## src/rtl/boss_ctrl.sv

```systemverilog
// Boss core: frame-tick divider, aggro targeting, movement, HP/damage accounting and fight-phase FSM.
// All boss state freezes unless i_game_active == 1; i_game_start always restarts the fight.
module boss_ctrl #(
    parameter int CLK_HZ       = 65_000_000,
    parameter int FPS          = 60,
    parameter int NUM_PLAYERS  = 2,
    parameter int HP_W         = 7,
    parameter int MAX_HP       = 100,
    parameter int ENRAGE_HP    = 30,
    parameter int DMG          = 2,
    parameter int SPEED        = 2,
    parameter int SPEED_ENRAGE = 4,
    parameter int START_X      = 512,
    parameter int X_MIN        = 0,
    parameter int X_MAX        = 918,
    parameter int GROUND_Y     = 600
) (
    input  logic                      i_clk,
    input  logic                      i_rst,
    input  logic [1:0]                i_game_active,
    input  logic                      i_game_start,
    input  logic [12*NUM_PLAYERS-1:0] i_player_x,
    input  logic [4*NUM_PLAYERS-1:0]  i_player_aggro,
    input  logic [NUM_PLAYERS-1:0]    i_player_valid,
    input  logic [NUM_PLAYERS-1:0]    i_hit,
    input  logic                      i_hp_sync_valid,
    input  logic [HP_W-1:0]           i_hp_sync_value,
    output logic                      o_frame_tick,
    output logic [11:0]               o_boss_x,
    output logic [11:0]               o_boss_y,
    output logic [HP_W-1:0]           o_boss_hp,
    output logic [1:0]                o_boss_phase,
    output logic [1:0]                o_target_idx
);

    localparam int TICKS = CLK_HZ / FPS;
    localparam int CNT_W = (TICKS > 1) ? $clog2(TICKS) : 1;
    localparam int DMG_W = HP_W + 8;

    localparam logic [CNT_W-1:0]    TICK_LAST = CNT_W'(TICKS - 1);
    localparam logic [HP_W-1:0]     HP_FULL   = HP_W'(MAX_HP);
    localparam logic [HP_W-1:0]     HP_ENR    = HP_W'(ENRAGE_HP);
    localparam logic [11:0]         X_START   = 12'(START_X);
    localparam logic [11:0]         X_LO12    = 12'(X_MIN);
    localparam logic [11:0]         X_HI12    = 12'(X_MAX);
    localparam logic signed [13:0]  X_LO      = 14'(X_MIN);
    localparam logic signed [13:0]  X_HI      = 14'(X_MAX);
    localparam logic [12:0]         STEP_CH   = 13'(SPEED);
    localparam logic [12:0]         STEP_EN   = 13'(SPEED_ENRAGE);
    localparam logic [DMG_W-1:0]    DMG_PER   = DMG_W'(DMG);

    typedef enum logic [1:0] {
        PH_IDLE   = 2'd0,
        PH_CHASE  = 2'd1,
        PH_ENRAGE = 2'd2,
        PH_DEAD   = 2'd3
    } phase_t;

    function automatic logic [2:0] count_hits(input logic [NUM_PLAYERS-1:0] v);
        logic [2:0] c;
        c = 3'd0;
        for (int i = 0; i < NUM_PLAYERS; i++) begin
            c = c + {2'b00, v[i]};
        end
        return c;
    endfunction

    logic [CNT_W-1:0] r_cnt;
    logic             r_tick;
    logic [11:0]      r_x;
    logic [HP_W-1:0]  r_hp;
    logic [1:0]       r_tgt;
    phase_t           r_phase;

    phase_t            w_phase_next;
    logic              w_run;
    logic              w_any_valid;
    logic [1:0]        w_best_idx;
    logic [3:0]        w_best_aggro;
    logic [1:0]        w_new_tgt;
    logic [11:0]       w_tgt_x;
    logic [12:0]       w_step;
    logic signed [12:0] w_diff;
    logic [12:0]       w_abs;
    logic signed [13:0] w_cand;
    logic [11:0]       w_next_x;
    logic [2:0]        w_nhits;
    logic [DMG_W-1:0]  w_dmg;
    logic [HP_W-1:0]   w_hp_dmg;
    logic [HP_W-1:0]   w_hp_next;

    // Frame-tick divider: free-running, pulse registered one cycle after the last count
    always_ff @(posedge i_clk) begin
        if (!i_rst) begin
            r_cnt  <= '0;
            r_tick <= 1'b0;
        end else if (r_cnt == TICK_LAST) begin
            r_cnt  <= '0;
            r_tick <= 1'b1;
        end else begin
            r_cnt  <= r_cnt + CNT_W'(1);
            r_tick <= 1'b0;
        end
    end

    assign w_run = (i_game_active == 2'd1) && ((r_phase == PH_CHASE) || (r_phase == PH_ENRAGE));

    // Target selection: highest aggro among valid players, strict compare keeps the lowest index on ties
    always_comb begin
        w_any_valid  = 1'b0;
        w_best_idx   = 2'd0;
        w_best_aggro = 4'd0;
        w_tgt_x      = 12'd0;
        for (int i = 0; i < NUM_PLAYERS; i++) begin
            if (i_player_valid[i] && (!w_any_valid || (i_player_aggro[4*i +: 4] > w_best_aggro))) begin
                w_any_valid  = 1'b1;
                w_best_idx   = 2'(i);
                w_best_aggro = i_player_aggro[4*i +: 4];
            end else begin
                w_any_valid  = w_any_valid;
            end
        end
        w_new_tgt = w_any_valid ? w_best_idx : r_tgt;
        for (int i = 0; i < NUM_PLAYERS; i++) begin
            if (2'(i) == w_new_tgt) begin
                w_tgt_x = i_player_x[12*i +: 12];
            end else begin
                w_tgt_x = w_tgt_x;
            end
        end
    end

    // Movement step toward the new target, snapping when within one step, then clamped to the arena
    always_comb begin
        w_step = (r_phase == PH_ENRAGE) ? STEP_EN : STEP_CH;
        w_diff = $signed({1'b0, w_tgt_x}) - $signed({1'b0, r_x});
        w_abs  = w_diff[12] ? 13'(-w_diff) : 13'(w_diff);
        if (w_abs <= w_step) begin
            w_cand = $signed({2'b00, w_tgt_x});
        end else if (!w_diff[12]) begin
            w_cand = $signed({2'b00, r_x}) + $signed({1'b0, w_step});
        end else begin
            w_cand = $signed({2'b00, r_x}) - $signed({1'b0, w_step});
        end
        if (w_cand < X_LO) begin
            w_next_x = X_LO12;
        end else if (w_cand > X_HI) begin
            w_next_x = X_HI12;
        end else begin
            w_next_x = w_cand[11:0];
        end
    end

    // Saturating damage from valid hitters, then remote sync may only lower the result
    always_comb begin
        w_nhits = count_hits(i_hit & i_player_valid);
        w_dmg   = DMG_W'(w_nhits) * DMG_PER;
        if (DMG_W'(r_hp) > w_dmg) begin
            w_hp_dmg = r_hp - w_dmg[HP_W-1:0];
        end else begin
            w_hp_dmg = '0;
        end
        if (i_hp_sync_valid && (i_hp_sync_value < w_hp_dmg)) begin
            w_hp_next = i_hp_sync_value;
        end else begin
            w_hp_next = w_hp_dmg;
        end
    end

    // Boss position, HP and target registers
    always_ff @(posedge i_clk) begin
        if (!i_rst) begin
            r_x   <= X_START;
            r_hp  <= HP_FULL;
            r_tgt <= 2'd0;
        end else if (i_game_start) begin
            r_x   <= X_START;
            r_hp  <= HP_FULL;
            r_tgt <= 2'd0;
        end else if (w_run) begin
            r_hp <= w_hp_next;
            if (r_tick) begin
                r_x   <= w_next_x;
                r_tgt <= w_new_tgt;
            end else begin
                r_x   <= r_x;
                r_tgt <= r_tgt;
            end
        end else begin
            r_x   <= r_x;
            r_hp  <= r_hp;
            r_tgt <= r_tgt;
        end
    end

    // Phase register
    always_ff @(posedge i_clk) begin
        if (!i_rst) begin
            r_phase <= PH_IDLE;
        end else begin
            r_phase <= w_phase_next;
        end
    end

    // Phase transitions look at the registered HP, so they lag the HP update by one cycle
    always_comb begin
        w_phase_next = r_phase;
        if (i_game_start) begin
            w_phase_next = PH_CHASE;
        end else if (i_game_active != 2'd1) begin
            w_phase_next = r_phase;
        end else begin
            case (r_phase)
                PH_IDLE: begin
                    w_phase_next = PH_IDLE;
                end
                PH_CHASE: begin
                    if (r_hp == '0) begin
                        w_phase_next = PH_DEAD;
                    end else if (r_hp <= HP_ENR) begin
                        w_phase_next = PH_ENRAGE;
                    end else begin
                        w_phase_next = PH_CHASE;
                    end
                end
                PH_ENRAGE: begin
                    if (r_hp == '0) begin
                        w_phase_next = PH_DEAD;
                    end else begin
                        w_phase_next = PH_ENRAGE;
                    end
                end
                PH_DEAD: begin
                    w_phase_next = PH_DEAD;
                end
                default: begin
                    w_phase_next = PH_IDLE;
                end
            endcase
        end
    end

    assign o_frame_tick = r_tick;
    assign o_boss_x     = r_x;
    assign o_boss_y     = 12'(GROUND_Y);
    assign o_boss_hp    = r_hp;
    assign o_boss_phase = r_phase;
    assign o_target_idx = r_tgt;

endmodule
```

## config.mk

```make
export PLATFORM = sky130hd
export DESIGN_NAME = boss_ctrl
export DESIGN_NICKNAME = d
export VERILOG_FILES = /design/src/rtl/boss_ctrl.sv
export SDC_FILE = /design/constraint.sdc
export NUM_CORES = 1
export LEC_CHECK = 0
export CAP_MARGIN = 20
export CORE_MARGIN = 2
export CORE_UTILIZATION = 25
export CTS_CLUSTER_DIAMETER = 120
export DETAILED_ROUTE_END_ITERATION = 6
export PLACE_DENSITY = 0.45
export SLEW_MARGIN = 30
export SYNTH_ARGS = -nofsm -noshare
export SYNTH_HDL_FRONTEND = slang
export SYNTH_SLANG_ARGS = --single-unit
```

## constraint.sdc

```tcl
create_clock -name i_clk -period 8.8 [get_ports i_clk]
set_clock_uncertainty 0.1 [all_clocks]
set_input_delay 1.76 -clock i_clk [delete_from_list [all_inputs] [get_ports i_clk]]
set_output_delay 1.76 -clock i_clk [all_outputs]
set_load 0.05 [all_outputs]
```

# [Yosys cells after proc, flatten, opt, wreduce, memory -nomap -nowiden]
# Cells that the tools add are included.
[op_classes] add_sub_neg=7 n_lt_le_gt_ge=7 eq_ne=8 muxes=22 bitwise_logic=2 n_reduce_logical=12
[op_table] cell="two-way mux 12 bit" count=4
[op_table] cell="two-way mux 14 bit" count=2
[op_table] cell="adder 21 x 1 -> 21 bit (second input constant)" count=1
[op_table] cell="== test 21 bit (second input constant)" count=1
[op_table] cell="greater-than comparator 14 x 11 -> 1 bit (second input constant)" count=1
[op_table] cell="less-than comparator 14 x 1 -> 1 bit (second input constant)" count=1
[op_table] cell="two-way mux 7 bit" count=2
[op_table] cell="adder 12 x 3 -> 13 bit" count=1
[op_table] cell="<= comparator 13 x 3 -> 1 bit" count=1
[op_table] cell="two-way mux 13 bit" count=1
[op_table] cell="negator 13 bit" count=1
[op_table] cell="subtractor 12 x 12 -> 13 bit" count=1
[op_table] cell="subtractor 12 x 3 -> 13 bit" count=1
[op_table] cell="one-hot mux 2 bit (4 select lines)" count=1
[op_table] cell="greater-than comparator 7 x 3 -> 1 bit" count=1
[op_table] cell="<= comparator 7 x 5 -> 1 bit (second input constant)" count=1
[op_table] cell="logical NOT 7 bit" count=1
[op_table] cell="less-than comparator 7 bit" count=1
[op_table] cell="two-way mux 1 bit" count=7
[op_table] cell="subtractor 7 x 3 -> 7 bit" count=1
[op_table] cell="two-way mux 2 bit" count=3
[op_table] cell="== test 2 x 1 -> 1 bit (second input constant)" count=2
[op_table] cell="== test 2 bit (second input constant)" count=2
[op_table] cell="greater-than comparator 4 bit" count=1
[op_table] cell="other kinds (14)" count=19
[word_totals] ff_bits=45 input_bits=49 output_inout_bits=36

# [Logic depth before layout (Yosys ltp)]
# Gate-level depths: netlist (run 1).
[depth] depth_word=17 ltp_mapped=31 mapped_depth_nobuf=27

# [Least setup slack after synthesis (run 1)]
# Ideal clock, no wire load.
[synth_path] path_type="input-to-reg" startpoint="in i_player_valid[0]" endpoint="reg r_x[3] (netlist: o_boss_x[3])" arrival_ps=8398 required_ps=8583 path_slack_ps=185 path_stages=30 cell_sequence="clkbuf_1 nand2_1 ha_1 nor2b_1 o21a_1 o21a_1 o211a_1 nor2_1 clkbuf_1 nor2_1 a31oi_1 ha_1 inv_1 fa_1 a211oi_1 o21ai_0 a21o_2 clkbuf_1 nor2_1 xnor2_1 ha_1 a21oi_1 a31oi_1 a41o_1 a221o_2 or4b_4 nor4_2 buf_6 mux2_2 a22o_1"
[synth_via] elab_chain_cells=17
[synth_rtl] item="from (decl)" line_no="24" source="input logic [NUM_PLAYERS-1:0] i_player_valid,"
[synth_rtl] item="two-way mux 4 bit / two-way mux 1 bit (equally long branches)" line_no="115" source="if (i_player_valid[i] && (!w_any_valid || (i_player_aggro[4*i +: 4] > w_best_aggro))) begin"
[synth_rtl] item="greater-than comparator 4 bit / logical NOT 1 bit (equally long branches)" line_no="115"
[synth_rtl] item="logical OR 1 bit" line_no="115"
[synth_rtl] item="logical AND 1 bit" line_no="115"
[synth_rtl] item="two-way mux 1 bit" line_no="115"
[synth_rtl] item="two-way mux 2 bit (*)" line_no="123" source="w_new_tgt = w_any_valid ? w_best_idx : r_tgt;"
[synth_rtl] item="logical NOT 2 bit" line_no="125" source="if (2'(i) == w_new_tgt) begin"
[synth_rtl] item="two-way mux 12 bit" line_no="125"
[synth_rtl] item="two-way mux 12 bit (*)" line_no="125"
[synth_rtl] item="subtractor 12 x 12 -> 13 bit" line_no="136" source="w_diff = $signed({1'b0, w_tgt_x}) - $signed({1'b0, r_x});"
[synth_rtl] item="negator 13 bit" line_no="137" source="w_abs = w_diff[12] ? 13'(-w_diff) : 13'(w_diff);"
[synth_rtl] item="two-way mux 13 bit" line_no="137"
[synth_rtl] item="<= comparator 13 x 3 -> 1 bit" line_no="138" source="if (w_abs <= w_step) begin"
[synth_rtl] item="two-way mux 14 bit (*)" line_no="138"
[synth_rtl] item="greater-than comparator 14 x 11 -> 1 bit" line_no="147" source="end else if (w_cand > X_HI) begin"
[synth_rtl] item="two-way mux 12 bit" line_no="147"
[synth_rtl] item="two-way mux 12 bit (*)" line_no="145" source="if (w_cand < X_LO) begin"
[synth_rtl] item="to (signal assigned)" line_no="183" source="r_x <= w_next_x;"
[synth_rtl] item="to (signal assigned)" line_no="186" source="r_x <= r_x;"
[synth_rtl] item="to (signal assigned)" line_no="190" source="r_x <= r_x;"
[synth_rtl] item="to (decl)" line_no="70" source="logic [11:0] r_x;"
# Every way passes the cells marked *; elsewhere a longest branch is shown, timed or not.
# A chain may end at the register's enable or synchronous reset.

# [Worst setup path in the final report (run 1)]
[layout_path] startpoint="in i_player_valid[0]" endpoint="reg r_x[4] (netlist: o_boss_x[4])"
# The elaborated chain is that of the path after synthesis.

==> impl_metrics.csv, run 1 <==
group,metric,value,unit
power_and_ir_drop,clkPwrFrac,0.282,
yosys,syn_avg_cell_area,7.692,um^2
yosys,synth_top_area_cell,"dfxtp_1",
sta,finalCritPeriodShare,0.9412,
worst_hold_path,hold_class,"reg2reg",
placed_design,gp_congestion,0.8496,
cts,cts_sinks,45,
status,status,"finished, final reports clean",
cells_and_area,fin_area,5607,um^2
cells_and_area,nets,752,
routing,first_iter_violations,186,
routing,wl_per_cell,15.60,um
cells_and_area,antenna_cells,0,
power_and_ir_drop,swShare,0.3552,
cells_and_area,drive_gt1_frac,0.07251,
critical_path,path_common_cell,"nor2_1",
placed_design,hpwlAfterDp,11.47,mm
die,chipHeight,139.3,um
yosys,yosysWarnings,0,
global_route,grt_pass1_vias,4330,
critical_path,crit_type,"in2reg",
power_and_ir_drop,p_int,425.3,uW
cts,max-clock-path-buffers,2,
die,initial_core_util,0.2548,
sta,min_period,8.283,ns
global_route,grt_max_degree,17,
global_route,track_usage,0.1415,
sta,fin_tns_setup,0,ns
yosys,synthArstFlopShare,0,
critical_path,cpPeakStageDelay,0.70,ns
sta,fmax,120.7,MHz
cts,path_clk_slew,0.06,ns
critical_path,r2r-start,"o_target_idx[0]",
yosys,ys_ff_latch,45,
cts,cts_resized,0,
yosys,synth_area_leaders,"dfxtp_1, ha_1, nor2_1",
cells_and_area,synthToLayoutAreaGrowth,22.50,%
critical_path,cp-start-kind,"input port",
sta,tightestPinTransition,0.5986,ns
yosys,synth_cell_types,87,
sta,hold_violations,0,
yosys,synth.area.mux_share,0.04429,
yosys,synth_top_family_by_area,"simple AND/OR/NAND/NOR gates",
power_and_ir_drop,irDropWorstVdd,0.08091,mV
die,io_pins,85,
sta,setup_viol,0,
sta,relSlewSlack,0.5906,
routing,drtAntennaViolNets,0,
critical_path,crit_path_max_fanout,13,
worst_hold_path,hp-start,"r_cnt[0]",
critical_path,setup.worst_path.start,"i_player_valid[0]",
cts,clock_latency,0.28,ns
global_route,grt_pass1_wl,22.59,mm
placed_design,portBuffers,72,
yosys,synth-compound-area-share,0.2020,
global_route,overflow,0,
cts,cts_tree,"built",
yosys,synth_xor_area_frac,0.08420,
die,row_count,49,
die,chipWidth,139.3,um
yosys,synth_common_cells,"nor2_1, nand2_1, dfxtp_1",
sta,finalMaxSlewViolations,0,
job,drv_cap,0,
yosys,syn_inst,595,
critical_path,cp.arrival,8.41,ns
cts,h-tree-depth,2,
yosys,synth_edf_count,0,
cts,post_cts_buffers,0,
critical_path,crit_slowest_cell,"or4_1",
yosys,synth_flop_cell,"dfxtp_1",
yosys,synth_top_area_share,0.1968,
global_route,antenna_found_initial,0,
routing,via_per_inst,4.969,
power_and_ir_drop,pwr-share-seq,0.316,
cells_and_area,instances_no_fill,891,
placed_design,post_dp_cell_area,5466,um^2
cts,root_buffer,"clkbuf_16",
die,die_area,19410,um^2
critical_path,crit_required,8.93,ns
power_and_ir_drop,switching_power,234.3,uW
cts,cts_buffers,5,
routing,drc,0,
placed_design,placed_cells,883,
critical_path,cp-end-kind,"register",
cts,ctsHoldBuffers,0,
sta,hold_ws,0.3884,ns
routing,first_pass_iters,4,
yosys,synth_area,4577,um^2
power_and_ir_drop,powerDensity,117.7,nW/um^2
sta,rsz0062_at_grt,"no",
power_and_ir_drop,p_comb_frac,0.403,
yosys,yosys.area_share.simple,0.2690,
routing,vias,4427,
die,coreArea,17960,um^2
yosys,synth_most_common_cell,"nor2_1",
yosys,yosysSeqAreaShare,0.1968,
power_and_ir_drop,power.leakage,2.245,nW
routing,drt_wl_total,13.90,mm
yosys,synthAdderAreaFrac,0.1214,
==> cell usage in the layout, fill, tap and decap left out, types with 7 or more instances in the layout <==
| master | n |
|---|---|
| o21ai_0 | 24 |
| and3_1 | 10 |
| nor2_1 | 72 |
| nand2b_1 | 8 |
| o21a_1 | 8 |
| nor3_1 | 15 |
| a21oi_1 | 27 |
| nand4_1 | 11 |
| ha_1 | 38 |
| buf_4 | 9 |
| nor2b_1 | 7 |
| dfxtp_1 | 45 |
| nand3_1 | 26 |
| xor2_1 | 16 |
| inv_1 | 39 |
| mux2i_1 | 18 |
| xnor2_1 | 28 |
| a211oi_1 | 9 |
| and2_1 | 7 |
| nand2_1 | 47 |
| conb_1 | 12 |
| clkdlybuf4s50_1 | 72 |
==> logic make-up after synthesis <==
| group | Yosys count |
|---|---|
| AOI/OAI and AO/OA | 129 |
| xor gates and xnor gates | 44 |
| adders and majority gates | 42 |
| buffers and inverters | 71 |
| DFF | 45 |
| muxes | 20 |
| other | 2 |
| and+or+nand+nor | 242 |
==> flip-flops by register name, indices dropped and copies added (netlist names) <==
name / cells
o_boss_hp: 7
o_boss_phase: 2
o_boss_x: 12
o_frame_tick: 1
o_target_idx: 2
r_cnt: 21
==> per-layer routing <==
metal / global-route usage / up-vias / share of wire
met5: 0 / - / 0
met4: 0.02392 / 0 / 0.011
met3: 0.01893 / 10 / 0.037
met2: 0.2526 / 80 / 0.49
met1: 0.1842 / 2104 / 0.47
li1: - / 2233 / -
==> power groups by stage <==
stage / sequential [mW] / clock, mW / combinational [mW]
global route: 0.209 / 0.199 / 0.294
global placement: 0.213 / 0 / 0.262
floorplan: 0.215 / 0 / 0.191
detailed placement: 0.213 / 0 / 0.264
finish: 0.208 / 0.186 / 0.266
CTS: 0.208 / 0.192 / 0.265
==> stage by stage <==
stage               setup WS, ns  power, mW  utilization
floorplan                 0.1852     0.4067            -
global placement          0.3981     0.4750       0.3043
detailed placement        0.3037     0.4767       0.3043
CTS                       0.5470     0.6652       0.3121
global route              0.1201     0.7016       0.3121
finish                    0.5173     0.6597       0.3121
==> final timing paths <==
check           endpoint  cells after the start  slack (ns)
max          o_boss_x[4]                     26        0.52
min             r_cnt[0]                      1        0.39
max reg2reg  o_boss_x[4]                     22        2.85
min reg2reg     r_cnt[0]                      1        0.39
==> area by class of cell <==
type / instances / area (um^2)
clock inverters: 1 / 7.507
inverters: 39 / 146.4
well taps: 229 / 286.5
fillers: 1903 / 12360
clock buffers: 7 / 132.6
multi-input cells: 489 / 3344
repair buffers: 81 / 788.3
flip-flops and latches: 45 / 900.9
==> worst max-delay path: cells and delay by family <==
family,cells,cell delay (ns)
simple gates,7,1.77
fa+ha+maj,3,1.00
mux,1,0.21
xor+xnor,1,0.13
buf+inv,2,0.74
compound gates,12,2.78
Note: power is estimated with default switching activity, not from simulation.
==> run 2, diff against run 1 <==
--- a/config.mk
+++ b/config.mk
@@ -10,7 +10,7 @@
 export CORE_UTILIZATION = 25
 export CTS_CLUSTER_DIAMETER = 120
 export DETAILED_ROUTE_END_ITERATION = 6
-export PLACE_DENSITY = 0.45
+export PLACE_DENSITY_LB_ADDON = 0.08
 export SLEW_MARGIN = 30
 export SYNTH_ARGS = -nofsm -noshare
 export SYNTH_HDL_FRONTEND = slang
==> constraint.sdc (replaced) <==
create_clock -name i_clk -period 7 [get_ports i_clk]
set_clock_uncertainty 0.1 [all_clocks]
set_input_delay 1.4 -clock i_clk [delete_from_list [all_inputs] [get_ports i_clk]]
set_output_delay 1.4 -clock i_clk [all_outputs]
set_load 0.05 [all_outputs]
==> impl_metrics.csv, run 2 (same netlist as run 1, synthesis figures left out) <==
group,metric,value,unit
power_and_ir_drop,irDropWorstVdd,0.08879,mV
sta,setup_viol,0,
cts,clock_latency,0.28,ns
routing,via_per_inst,4.858,
sta,relSlewSlack,0.5702,
cts,root_buffer,"clkbuf_16",
critical_path,r2r_cells,23,
critical_path,crit_end,"o_boss_x[1]",
critical_path,r2r-end,"o_boss_x[1]",
global_route,grt_pass1_wl,25.04,mm
power_and_ir_drop,finalPower,963.4,uW
cells_and_area,antenna_cells,0,
power_and_ir_drop,powerDensity,145.7,nW/um^2
cells_and_area,most-common-layout-cells,"buf_4, nor2_1, clkdlybuf4s50_1",
cells_and_area,largest_register_ffs,21,
routing,first_iter_violations,196,
routing,drt_wl_total,15.46,mm
critical_path,cp-start-kind,"input port",
sta,fmax,147.5,MHz
critical_path,crit_required,7.12,ns
job,drv_cap,0,
placed_design,dp_worst_setup_slack,-0.6337,ns
critical_path,setup.worst_path.start,"i_player_aggro[5]",
cts,ctsHoldBuffers,0,
sta,fin_tns_setup,0,ns
placed_design,gp_congestion,0.8044,
critical_path,r2r-start,"o_target_idx[0]",
cells_and_area,nets,851,
cells_and_area,fin_util,0.3680,
cells_and_area,max_flop_register,"r_cnt",
cts,h-tree-depth,2,
global_route,antenna_found_initial,0,
die,row_count,49,
cells_and_area,synthToLayoutAreaGrowth,44.45,%
die,coreArea,17960,um^2
routing,first_pass_iters,4,
placed_design,post_dp_cell_area,6140,um^2
status,status,"finished, final reports clean",
cts,max-clock-path-buffers,2,
cts,path_clk_slew,0.06,ns
cells_and_area,final_common_cell,"buf_4",
placed_design,hpwlAfterDp,12.49,mm
global_route,grt_pass1_vias,5036,
routing,wl_per_cell,15.62,um
die,chipHeight,139.3,um
cts,cts_tree,"built",
sta,rsz0062_at_grt,"no",
sta,hold_violations,0,
global_route,track_usage,0.1567,
cells_and_area,instances_no_fill,990,
routing,drtAntennaViolNets,0,
power_and_ir_drop,power.leakage,2.807,nW
cts,cts_sinks,45,
sta,finalCritPeriodShare,0.9683,
critical_path,crit_type,"in2reg",
cells_and_area,drive_gt1_frac,0.2352,
routing,drc,0,
critical_path,cp.arrival,6.90,ns
sta,hold_ws,0.3821,ns
sta,worst_slack,0.2220,ns
placed_design,portBuffers,72,
die,die_area,19410,um^2
sta,tightestPinTransition,0.6447,ns
worst_hold_path,hold_class,"reg2reg",
routing,vias,4809,
sta,min_period,6.778,ns
critical_path,crit_path_max_fanout,6,
critical_path,cp-end-kind,"register",
cells_and_area,fin_area,6611,um^2
global_route,grt_max_degree,22,
cts,cts_buffers,5,
die,chipWidth,139.3,um
sta,finalMaxSlewViolations,0,
die,io_pins,85,
critical_path,reg2reg_setup_slack,1.80,ns
placed_design,placed_cells,963,
die,initial_core_util,0.2548,
global_route,overflow,0,
[run 2: cell types whose count changed in the layout (fill, tap and decap cells not counted), moves of 4 or more]
cell,before,now
a21oi_1,27,23
ha_4,0,5
ha_1,38,32
clkdlybuf4s50_1,72,64
dlymetal6s2s_1,0,5
buf_4,9,105
nor2_1,72,68
[run 2: worst min-delay path by stage]
stage / cells after the start / endpoint / from
2_1_floorplan: 1 / r_cnt[0] / r_cnt[0]
3_3_place_gp: 1 / r_cnt[0] / r_cnt[0]
3_5_place_dp: 1 / r_cnt[0] / r_cnt[0]
4_1_cts: 1 / r_cnt[0] / r_cnt[0]
5_1_grt: 1 / r_cnt[0] / r_cnt[0]
6_report: 1 / r_cnt[0] / r_cnt[0]
[run 2: area by class of cell]
class / instances / area [um^2]
fill: 1888 / 11350
clock buffer: 6 / 128.9
inverter: 39 / 146.4
timing repair buffer: 180 / 1572
clock inverter: 2 / 15.01
tap: 229 / 286.5
multi-input combinational: 489 / 3562
sequential: 45 / 900.9
[run 2: timing repair]
action | in CTS | in global routing
setup buffers | 14 | 4
cloned | 1 | 0
endpoints found under the setup margin | 10 | 10
gates resized for setup | 21 | 27
pin swaps | 13 | 23
[run 2: per-layer routing]
| layer | GRT usage | routed length [um] |
|---|---|---|
| met1 | 0.1905 | 6754 |
| met2 | 0.2910 | 8025 |
| met3 | 0.01961 | 460 |
| met4 | 0.03934 | 225 |
| met5 | 0 | 0 |
[run 2: power breakdown]
part / internal (mW) / switching, mW
sequential: 0.259 / 0.00347
clock: 0.132 / 0.0996
combinational: 0.236 / 0.234
[run 2: worst max-delay path, stage by stage]
cell and delay, ns:
clkdlybuf4s15_1 0.20, ha_4 0.22, nor2b_1 0.13, o21a_1 0.18, o21a_1 0.18, o211a_1 0.27
nor2_4 0.22, buf_8 0.16, mux2i_2 0.22, nor2_2 0.08, fa_2 0.38, a211oi_4 0.27
o21ai_2 0.10, a21o_2 0.22, nor2_4 0.09, xnor2_2 0.07, ha_1 0.32, a21oi_1 0.13
a31oi_1 0.05, a41o_1 0.20, a221o_2 0.29, or4b_4 0.52, or4_4 0.56, a21oi_4 0.23
a32o_2 0.19
==> run 3, diff against run 2 <==
--- a/config.mk
+++ b/config.mk
@@ -10,6 +10,7 @@
 export CORE_UTILIZATION = 25
 export CTS_CLUSTER_DIAMETER = 120
 export DETAILED_ROUTE_END_ITERATION = 6
+export GPL_TIMING_DRIVEN = 1
 export PLACE_DENSITY_LB_ADDON = 0.08
 export SLEW_MARGIN = 30
 export SYNTH_ARGS = -nofsm -noshare
==> results of run 3 <==
No change in the layout: final DEF, timing and power equal those of run 2.
